### config.mk
export PLATFORM = sky130hd
export DESIGN_NAME = byte_nibble_tx
export DESIGN_NICKNAME = d
export VERILOG_FILES = /design/src/rtl/byte_nibble_tx_pkg.sv /design/src/rtl/byte_nibble_tx_fifo.sv /design/src/rtl/byte_nibble_tx.sv
export SDC_FILE = /design/constraint.sdc
export NUM_CORES = 1
export LEC_CHECK = 0
export CORE_MARGIN = 3
export CORE_UTILIZATION = 40
export DETAILED_ROUTE_END_ITERATION = 12
export HOLD_SLACK_MARGIN = 0.1
export PLACE_DENSITY_LB_ADDON = 0.3
export SYNTH_ARGS = -nofsm -noshare
export SYNTH_HDL_FRONTEND = slang
export SYNTH_SLANG_ARGS = --single-unit
### constraint.sdc
create_clock -name clk -period 3.4 [get_ports clk]
set_input_delay 1.02 -clock clk [delete_from_list [all_inputs] [get_ports clk]]
set_output_delay 1.02 -clock clk [all_outputs]
set_load 0.01 [all_outputs]
### src/rtl/byte_nibble_tx_pkg.sv
// Shared types and control-bit positions for the byte-to-nibble transmitter.
package byte_nibble_tx_pkg;

   typedef enum logic [1:0] {
      IDLE   = 2'd0,
      FIRST  = 2'd1,
      SECOND = 2'd2
   } state_t;

   // Bit positions within the per-byte ctrl field
   localparam int CTRL_HI_FIRST  = 0;
   localparam int CTRL_DROP_ZERO = 1;

endpackage

### src/rtl/byte_nibble_tx_fifo.sv
// Small synchronous FIFO with full/empty flags; a push at full is refused even
// when a pop happens in the same cycle.
module byte_nibble_tx_fifo #(
   parameter int W     = 10,
   parameter int DEPTH = 2
) (
   input  logic         clk,
   input  logic         rst,
   input  logic         push,
   input  logic [W-1:0] din,
   input  logic         pop,
   output logic [W-1:0] dout,
   output logic         full,
   output logic         empty
);

   localparam int AW = $clog2(DEPTH);
   localparam logic [AW:0] FULL_CNT = (AW+1)'(DEPTH);

   logic [W-1:0]  mem [DEPTH];
   logic [AW-1:0] wr_ptr;
   logic [AW-1:0] rd_ptr;
   logic [AW:0]   count;
   logic          push_ok;
   logic          pop_ok;

   assign full    = (count == FULL_CNT);
   assign empty   = (count == '0);
   assign push_ok = push && !full;
   assign pop_ok  = pop && !empty;
   assign dout    = mem[rd_ptr];

   // Pointer and occupancy update; depth is a power of two so pointers wrap naturally
   always_ff @(posedge clk) begin
      if (rst) begin
         wr_ptr <= '0;
         rd_ptr <= '0;
         count  <= '0;
      end else begin
         if (push_ok) begin
            mem[wr_ptr] <= din;
            wr_ptr      <= wr_ptr + 1'b1;
         end
         if (pop_ok) begin
            rd_ptr <= rd_ptr + 1'b1;
         end
         case ({push_ok, pop_ok})
            2'b10:   count <= count + 1'b1;
            2'b01:   count <= count - 1'b1;
            default: count <= count;
         endcase
      end
   end

endmodule

### src/rtl/byte_nibble_tx.sv
// Byte-to-nibble transmitter: buffers bytes in a FIFO and emits each as one
// or two nibbles on a valid/ready link, counting completed bytes.
module byte_nibble_tx
   import byte_nibble_tx_pkg::*;
#(
   parameter int DATA_W     = 8,
   parameter int NIB_W      = 4,
   parameter int FIFO_DEPTH = 2
) (
   input  logic              clk,
   input  logic              rst,
   input  logic [DATA_W-1:0] data_in,
   input  logic [3:0]        ctrl,
   input  logic              in_valid,
   output logic              in_ready,
   output logic [NIB_W-1:0]  nib_out,
   output logic              nib_valid,
   input  logic              nib_ready,
   output logic              nib_last,
   output logic              busy,
   output logic [7:0]        byte_count
);

   localparam int EW = DATA_W + 2;

   state_t          state;
   logic [EW-1:0]   hold;
   logic [EW-1:0]   fifo_dout;
   logic            fifo_full;
   logic            fifo_empty;
   logic            push;
   logic            pop;
   logic            xfer;
   logic            byte_done;
   logic            unused_ctrl;

   // Entry layout is {ctrl[1:0], data}
   function automatic logic [NIB_W-1:0] first_nib(input logic [EW-1:0] e);
      return e[DATA_W+CTRL_HI_FIRST] ? e[DATA_W-1:NIB_W] : e[NIB_W-1:0];
   endfunction

   function automatic logic [NIB_W-1:0] second_nib(input logic [EW-1:0] e);
      return e[DATA_W+CTRL_HI_FIRST] ? e[NIB_W-1:0] : e[DATA_W-1:NIB_W];
   endfunction

   function automatic logic drops_second(input logic [EW-1:0] e);
      return e[DATA_W+CTRL_DROP_ZERO] && (second_nib(e) == '0);
   endfunction

   assign unused_ctrl = ^ctrl[3:2];
   assign in_ready    = !fifo_full && !rst;
   assign push        = in_valid && in_ready;
   assign xfer        = nib_valid && nib_ready;
   assign byte_done   = xfer && ((state == SECOND) || ((state == FIRST) && drops_second(hold)));
   assign pop         = !fifo_empty && ((state == IDLE) || byte_done);
   assign busy        = (state != IDLE) || !fifo_empty;

   byte_nibble_tx_fifo #(
      .W     (EW),
      .DEPTH (FIFO_DEPTH)
   ) u_fifo (
      .clk   (clk),
      .rst   (rst),
      .push  (push),
      .din   ({ctrl[1:0], data_in}),
      .pop   (pop),
      .dout  (fifo_dout),
      .full  (fifo_full),
      .empty (fifo_empty)
   );

   // FSM with registered nibble outputs; a pop on byte completion reloads with no bubble
   always_ff @(posedge clk) begin
      if (rst) begin
         state      <= IDLE;
         hold       <= '0;
         nib_out    <= '0;
         nib_valid  <= 1'b0;
         nib_last   <= 1'b0;
         byte_count <= 8'd0;
      end else begin
         if (byte_done) begin
            byte_count <= byte_count + 8'd1;
         end
         if (pop) begin
            state     <= FIRST;
            hold      <= fifo_dout;
            nib_out   <= first_nib(fifo_dout);
            nib_valid <= 1'b1;
            nib_last  <= drops_second(fifo_dout);
         end else if (byte_done) begin
            state     <= IDLE;
            nib_valid <= 1'b0;
            nib_last  <= 1'b0;
         end else if ((state == FIRST) && xfer) begin
            state    <= SECOND;
            nib_out  <= second_nib(hold);
            nib_last <= 1'b1;
         end else begin
            state <= state;
         end
      end
   end

endmodule

Word-level counts from Yosys, hierarchy flattened
Memories as Yosys holds them, arrays and structs flattened. A register that Yosys moved wholly into a read port is not among the register bits.
Cells that the tools add are included.
Widths: inputs -> output; s select.

cells by class
  add/sub/neg operators = 5
  equality and inequality tests = 6
  mux-type cells = 20
  reduce and logical (&&, ||, !) cells = 28

operators by type and width
  operator             count
  $mux 4               6
  $mux 1               13
  $logic_and 1x1->1    11
  $add 8x1->8 const B  1
  $logic_not 4->1      2
  $reduce_bool 2->1    4
  $eq 2x2->1 const B   3
  $eq 2x1->1 const B   2
  $logic_not 2->1      2
  $pmux 2 s2           1
  $logic_not 1->1      3
  $logic_or 1x1->1     3
  $reduce_bool 3->1    1
  $reduce_or 3->1      1
  $add 1x1->1 const B  2
  $add 2x1->2 const B  1
  $ne 2x1->1 const B   1
  $reduce_and 2->1     1
  $sub 2x1->2 const B  1

word-level totals
  register bits = 30
  RAM bits = 20
  bits of input ports = 16
  output and inout bits = 16
  word-level logic and storage cells = 70
  memories kept = 1

memory list
  name        words  bits a word  read ports  clocked after memory_dff  write ports  line                       source
  u_fifo.mem  2      10           1           1                         1            byte_nibble_tx_fifo.sv:20  logic [W-1:0] mem [DEPTH];

Depth between registers and ports, before layout
Gate-level depths: netlist (run 1).

  depth after elaboration = 11
  depth in mapped cells = 10
  mapped depth without buffers = 8

Modules after synthesis
A second synthesis (run 1) with hierarchy kept.

second synthesis, totals
  cells, all modules = 229
  area total of the unflattened synthesis = 2404.8 um2

modules (own cells, without submodules)
  module               instances  cells an instance  area an instance (um2)  seq. area each (um2)
  byte_nibble_tx       1          173                1463.9                  520.5
  byte_nibble_tx_fifo  1          56                 940.9                   700.7

Least setup slack after synthesis (run 1)
Ideal clock, no wire load.

  path type = input port to flip-flop
  start = in nib_ready
  end = reg u_fifo.count[1]
  setup time = 0.072 ns
  arrival time = 2.514 ns
  data required time = 3.328 ns
  path slack = 0.814 ns
  stages = 7
  path buffers = 1
  path through = nand2_1 -> a221o_2 -> inv_6 -> buf_4 -> ha_1 -> or3_1 -> a21oi_1

between the ends
  cells in the longest elaborated chain, start to end = 7
  elaborated cells between the ends (all ways) = 9
  those cells by class = eq/ne (2); mux (1); reduce/logical (6)

RTL lines
  item                                             line                       source
  start: declaration                               byte_nibble_tx.sv:18       input logic nib_ready,
  $logic_and 1x1->1 (*)                            byte_nibble_tx.sv:53       assign xfer = nib_valid && nib_ready;
  $logic_and 1x1->1 (*)                            byte_nibble_tx.sv:54       assign byte_done = xfer && ((state == SECOND) || ((state == FIRST) && drops_second(hold)));
  $logic_or 1x1->1 (*)                             byte_nibble_tx.sv:55       assign pop = !fifo_empty && ((state == IDLE) || byte_done);
  $logic_and 1x1->1 (*)                            byte_nibble_tx.sv:55
  net pop                                          byte_nibble_tx.sv:32       logic pop;
  $logic_and 1x1->1 (*)                            byte_nibble_tx_fifo.sv:30  assign pop_ok = pop && !empty;
  $eq 2x1->1 or $eq 2x2->1 (tied branches)         byte_nibble_tx_fifo.sv:47  case ({push_ok, pop_ok})
  $pmux 2 s2 or $reduce_bool 2->1 (tied branches)  --
  end signal: assignment                           byte_nibble_tx_fifo.sv:48  2'b10: count <= count + 1'b1;
  end signal: assignment                           byte_nibble_tx_fifo.sv:49  2'b01: count <= count - 1'b1;
  end signal: assignment                           byte_nibble_tx_fifo.sv:50  default: count <= count;
  end: declaration                                 byte_nibble_tx_fifo.sv:23  logic [AW:0] count;

The timed path passes the listed nets; every way through them passes the cells marked *.
A chain may end at the register's enable or synchronous reset.

Final worst setup path (run 1)
  start = in rst
  end = out in_ready

between the ends
  cells in the longest elaborated chain, start to end = 2

RTL lines
  item                line                  source
  start: declaration  byte_nibble_tx.sv:11  input logic rst,
  $logic_not 1->1     byte_nibble_tx.sv:51  assign in_ready = !fifo_full && !rst;
  $logic_and 1x1->1   byte_nibble_tx.sv:51
  end: declaration    byte_nibble_tx.sv:15  output logic in_ready,

No other way between the ends.

==> impl_metrics.csv, run 1 <==
group,metric,value,unit
outcome,status,"complete, no violations",
logic_synthesis,synth_cells,217,
critical_path,crit_path_end_kind,"output pin",
finish,fin_util,49.8,%
pwr,leakage,0.966,nW
critical_path,crit_family,"buffers and inverters",
critical_path,crit_chain,"clkdlybuf4s50_1, a21oi_1, clkdlybuf4s50_1",
timing,fin_crit,3210,ps
critical_path,path_buf_inv,2,
floorplanning,num_io_pins,32,
detailed_routing,wl_per_cell,13.8,µm
clock_tree,clock_sinks,51,
detailed_routing,initialDrtViolationCount,80,
global_route,grt-ovfl-total,0,
logic_synthesis,synthFlopType,"dfxtp_1",
pwr,ir_worst_vdd,0.278,mV
global_route,grt_max_degree,35,
detailed_routing,routed_via_density,5.38,
global_route,grt_pass1_vias,1644,
logic_synthesis,synth-seq-area-share,52.0,%
critical_path,cp_common_cell,"clkdlybuf4s50_1",
timing,finalClockSkew,3.70,ps
finish,nets,263,
timing,whs,469,ps
detailed_routing,wirelength,4.40,mm
floorplanning,dieArea,6830,µm²
critical_path,cp_max_fo,2,
clock_tree,hold_buffers,0,
floorplanning,start_util,41.9,%
critical_path,critical_path_depth,3,
timing,hold_viol_final,0,
timing,rsz0062_at_grt,"no",
critical_path,cp-startpoint,"rst",
clock_tree,worstSkewPairLatency,300,ps
timing,drv_slew,0,
finish,syn2layout_area_growth,18.8,%
timing,fin_crit_sh,94.5,%
pwr,cellPowerDensity,757,nW/µm²
floorplanning,die_w,82.6,µm
critical_path,start_kind,"input pin",
logic_synthesis,synth_seq_cells,51,
detailed_routing,ant_nets,0,
global_route,grt_pass1_wl,7.41,mm
hold_path,holdPathStages,2,
critical_path,critical_path.slowest_cell,"clkdlybuf4s50_1",
timing,tns,0,ps
flow_run,cap_violations,0,
critical_path,r2r-start,"hold[8]$_SDFFE_PP0P_",
place,hpwl,3.17,mm
clock_tree,clkTransAtPathRegs,80,ps
hold_path,hp-start,"nib_out[3]$_SDFFE_PP0P_",
logic_synthesis,synth_nets,235,
hold_path,min_path_type,"reg2reg",
hold_path,hold_end,"nib_out[3]$_SDFFE_PP0P_",
detailed_routing,vias,1710,
global_route,grt_antenna_before_repair,0,
logic_synthesis,syn_avg_cell_area,10.8,µm²
finish,final_cells,318,
critical_path,slowest_delay,570,ps
clock_tree,htreeDepth,2,
clock_tree,cts_setup_buffers,0,
critical_path,r2r_end,"u_fifo.count[1]$_SDFFE_PP0P_",
critical_path,path_class,"in2out",
place,io_buffers,29,
timing,finalSetupViolations,0,
floorplanning,rows,27,
logic_synthesis,syn_area,2350,µm²
place,dp.cells,310,
timing,fmax,311,MHz
clock_tree,cts-root-buf,"clkbuf_8",
clock_tree,postCtsResizedCells,0,
logic_synthesis,synth_edf_count,20,
finish,drive_gt1_share,8.94,%
place,gp_congestion,0.868,
critical_path,reg2reg_depth,7,
finish,n_antenna_cell,0,
clock_tree,cts_buffers,5,
logic_synthesis,yosysUniqueCellTypes,47,
timing,tightest_slew,910,ps
critical_path,regToRegSetupSlack,950,ps
logic_synthesis,async_reset_ff_share,0,%
clock_tree,cts_tree,"yes",
critical_path,worstPathRequired,2380,ps
floorplanning,die_h,82.6,µm
timing,maxSlewHeadroom,39.2,%
detailed_routing,firstDrtPassIters,4,
critical_path,worstPathArrival,2190,ps
floorplanning,design.core.area,5610,µm²
detailed_routing,drc,0,
clock_tree,cts.path.max_buffers,2,
logic_synthesis,yosysWarnings,0,
global_route,grt_usage,14.1,%
==> worst register-to-register path, cell delays in order (launching register included) <==
cell,delay (ps)
dfxtp_1,520
mux2i_1,380
o2111ai_1,160
a221o_2,510
inv_6,80
ha_1,250
or3_1,350
a21oi_1,130
==> registers in the layout (all words and copies together) (netlist names), named ones only <==
register	cells
state	2
u_fifo.rd_ptr	1
byte_count	8
u_fifo.count	2
nib_out	4
u_fifo.mem	20
hold	10
nib_valid	1
u_fifo.wr_ptr	1
nib_last	1
==> cell usage after synthesis, types with 2 or more instances <==
cell type,number,area (µm²)
a211oi_1,10,75.1
a211oi_2,4,50.1
a21oi_1,12,60.1
a2bb2oi_1,2,17.5
a311oi_1,2,17.5
a41o_1,2,20.0
and3_1,2,12.5
buf_1,2,7.51
clkbuf_1,6,22.5
dfxtp_1,31,621
edfxtp_1,20,601
ha_1,2,25.0
inv_1,5,18.8
mux2_2,3,33.8
mux2i_1,18,180
nand2_1,9,33.8
nand3_1,3,15.0
nand3b_1,3,22.5
nor2_1,30,113
nor2b_1,5,31.3
nor3_1,3,15.0
nor4_1,3,18.8
o2111a_1,2,22.5
o2111ai_1,2,17.5
o211ai_1,2,15.0
o21a_1,2,15.0
o21ai_0,5,25.0
or3_1,3,18.8
xnor2_1,4,35.0
xor2_1,3,26.3
==> through the flow <==
stage / power (mW) / setup slack [ps] / cell area (µm²)
after floorplan: 1.53 / 814 / 2350
after CTS: 2.13 / 179 / 2790
after detailed placement: 1.72 / 192 / 2690
after global routing: 2.27 / 139 / 2790
final: 2.12 / 189 / 2790
after global placement: 1.71 / 215 / 2690
==> placed cells by master, fill, tap and decap left out, types with 4 or more instances in the layout <==
cell	synthesis	layout
a211oi_2	4	4
nand2_1	9	9
inv_1	5	5
clkdlybuf4s50_1	0	29
edfxtp_1	20	20
xnor2_1	4	4
o21ai_0	5	5
a21oi_1	12	12
clkbuf_8	0	5
dfxtp_1	31	31
mux2i_1	18	18
nor2_1	30	30
buf_4	1	4
nor2b_1	5	5
a211oi_1	10	10
==> how the worst max path moves through the flow <==
stage,endpoint
6_report,in_ready
5_1_grt,in_ready
3_3_place_gp,in_ready
3_5_place_dp,in_ready
4_1_cts,in_ready
2_1_floorplan,u_fifo.count[1]$_SDFFE_PP0P_
==> kinds of logic (layout without fill, tap and decap cells) <==
| logic type | Yosys count | in the layout | share of synthesized area [%] |
|---|---|---|---|
| mux | 21 | 21 | 9.11 |
| compound gates | 50 | 50 | 16.0 |
| buf+inv | 18 | 47 | 4.31 |
| xor+xnor | 7 | 7 | 2.61 |
| simple gates | 68 | 68 | 14.9 |
| fa+ha+maj | 2 | 2 | 1.06 |
| flops | 51 | 51 | 52.0 |
==> power breakdown <==
group	switching (mW)	internal (mW)
combinational	0.373	0.382
clock	0.186	0.220
sequential	0.171	0.782
==> layer usage <==
layer	wire [µm]	up-vias	GRT usage, %
li1	-	861	-
met1	2150	826	17.9
met2	2060	21	23.2
met3	162	2	4.01
met4	29	0	4.25
met5	0	-	0
==> area by class of cell <==
cell class                 instances  area [µm²]
clock buffer                       7        76.3
clock inverter                     1        30.0
fill                             546        2820
inverter                           6        27.5
multi-input combinational        148        1030
sequential                        51        1220
tap                               72        90.1
timing repair buffer              33         320
No activity file was read; power rests on OpenSTA's default activity.
==> run 2, diff against run 1 <==
- GPL_ROUTABILITY_DRIVEN: unset -> 0
- GPL_TIMING_DRIVEN: unset -> 1
==> results of run 2 <==
Final layout, timing and power as in run 1 (identical DEF).
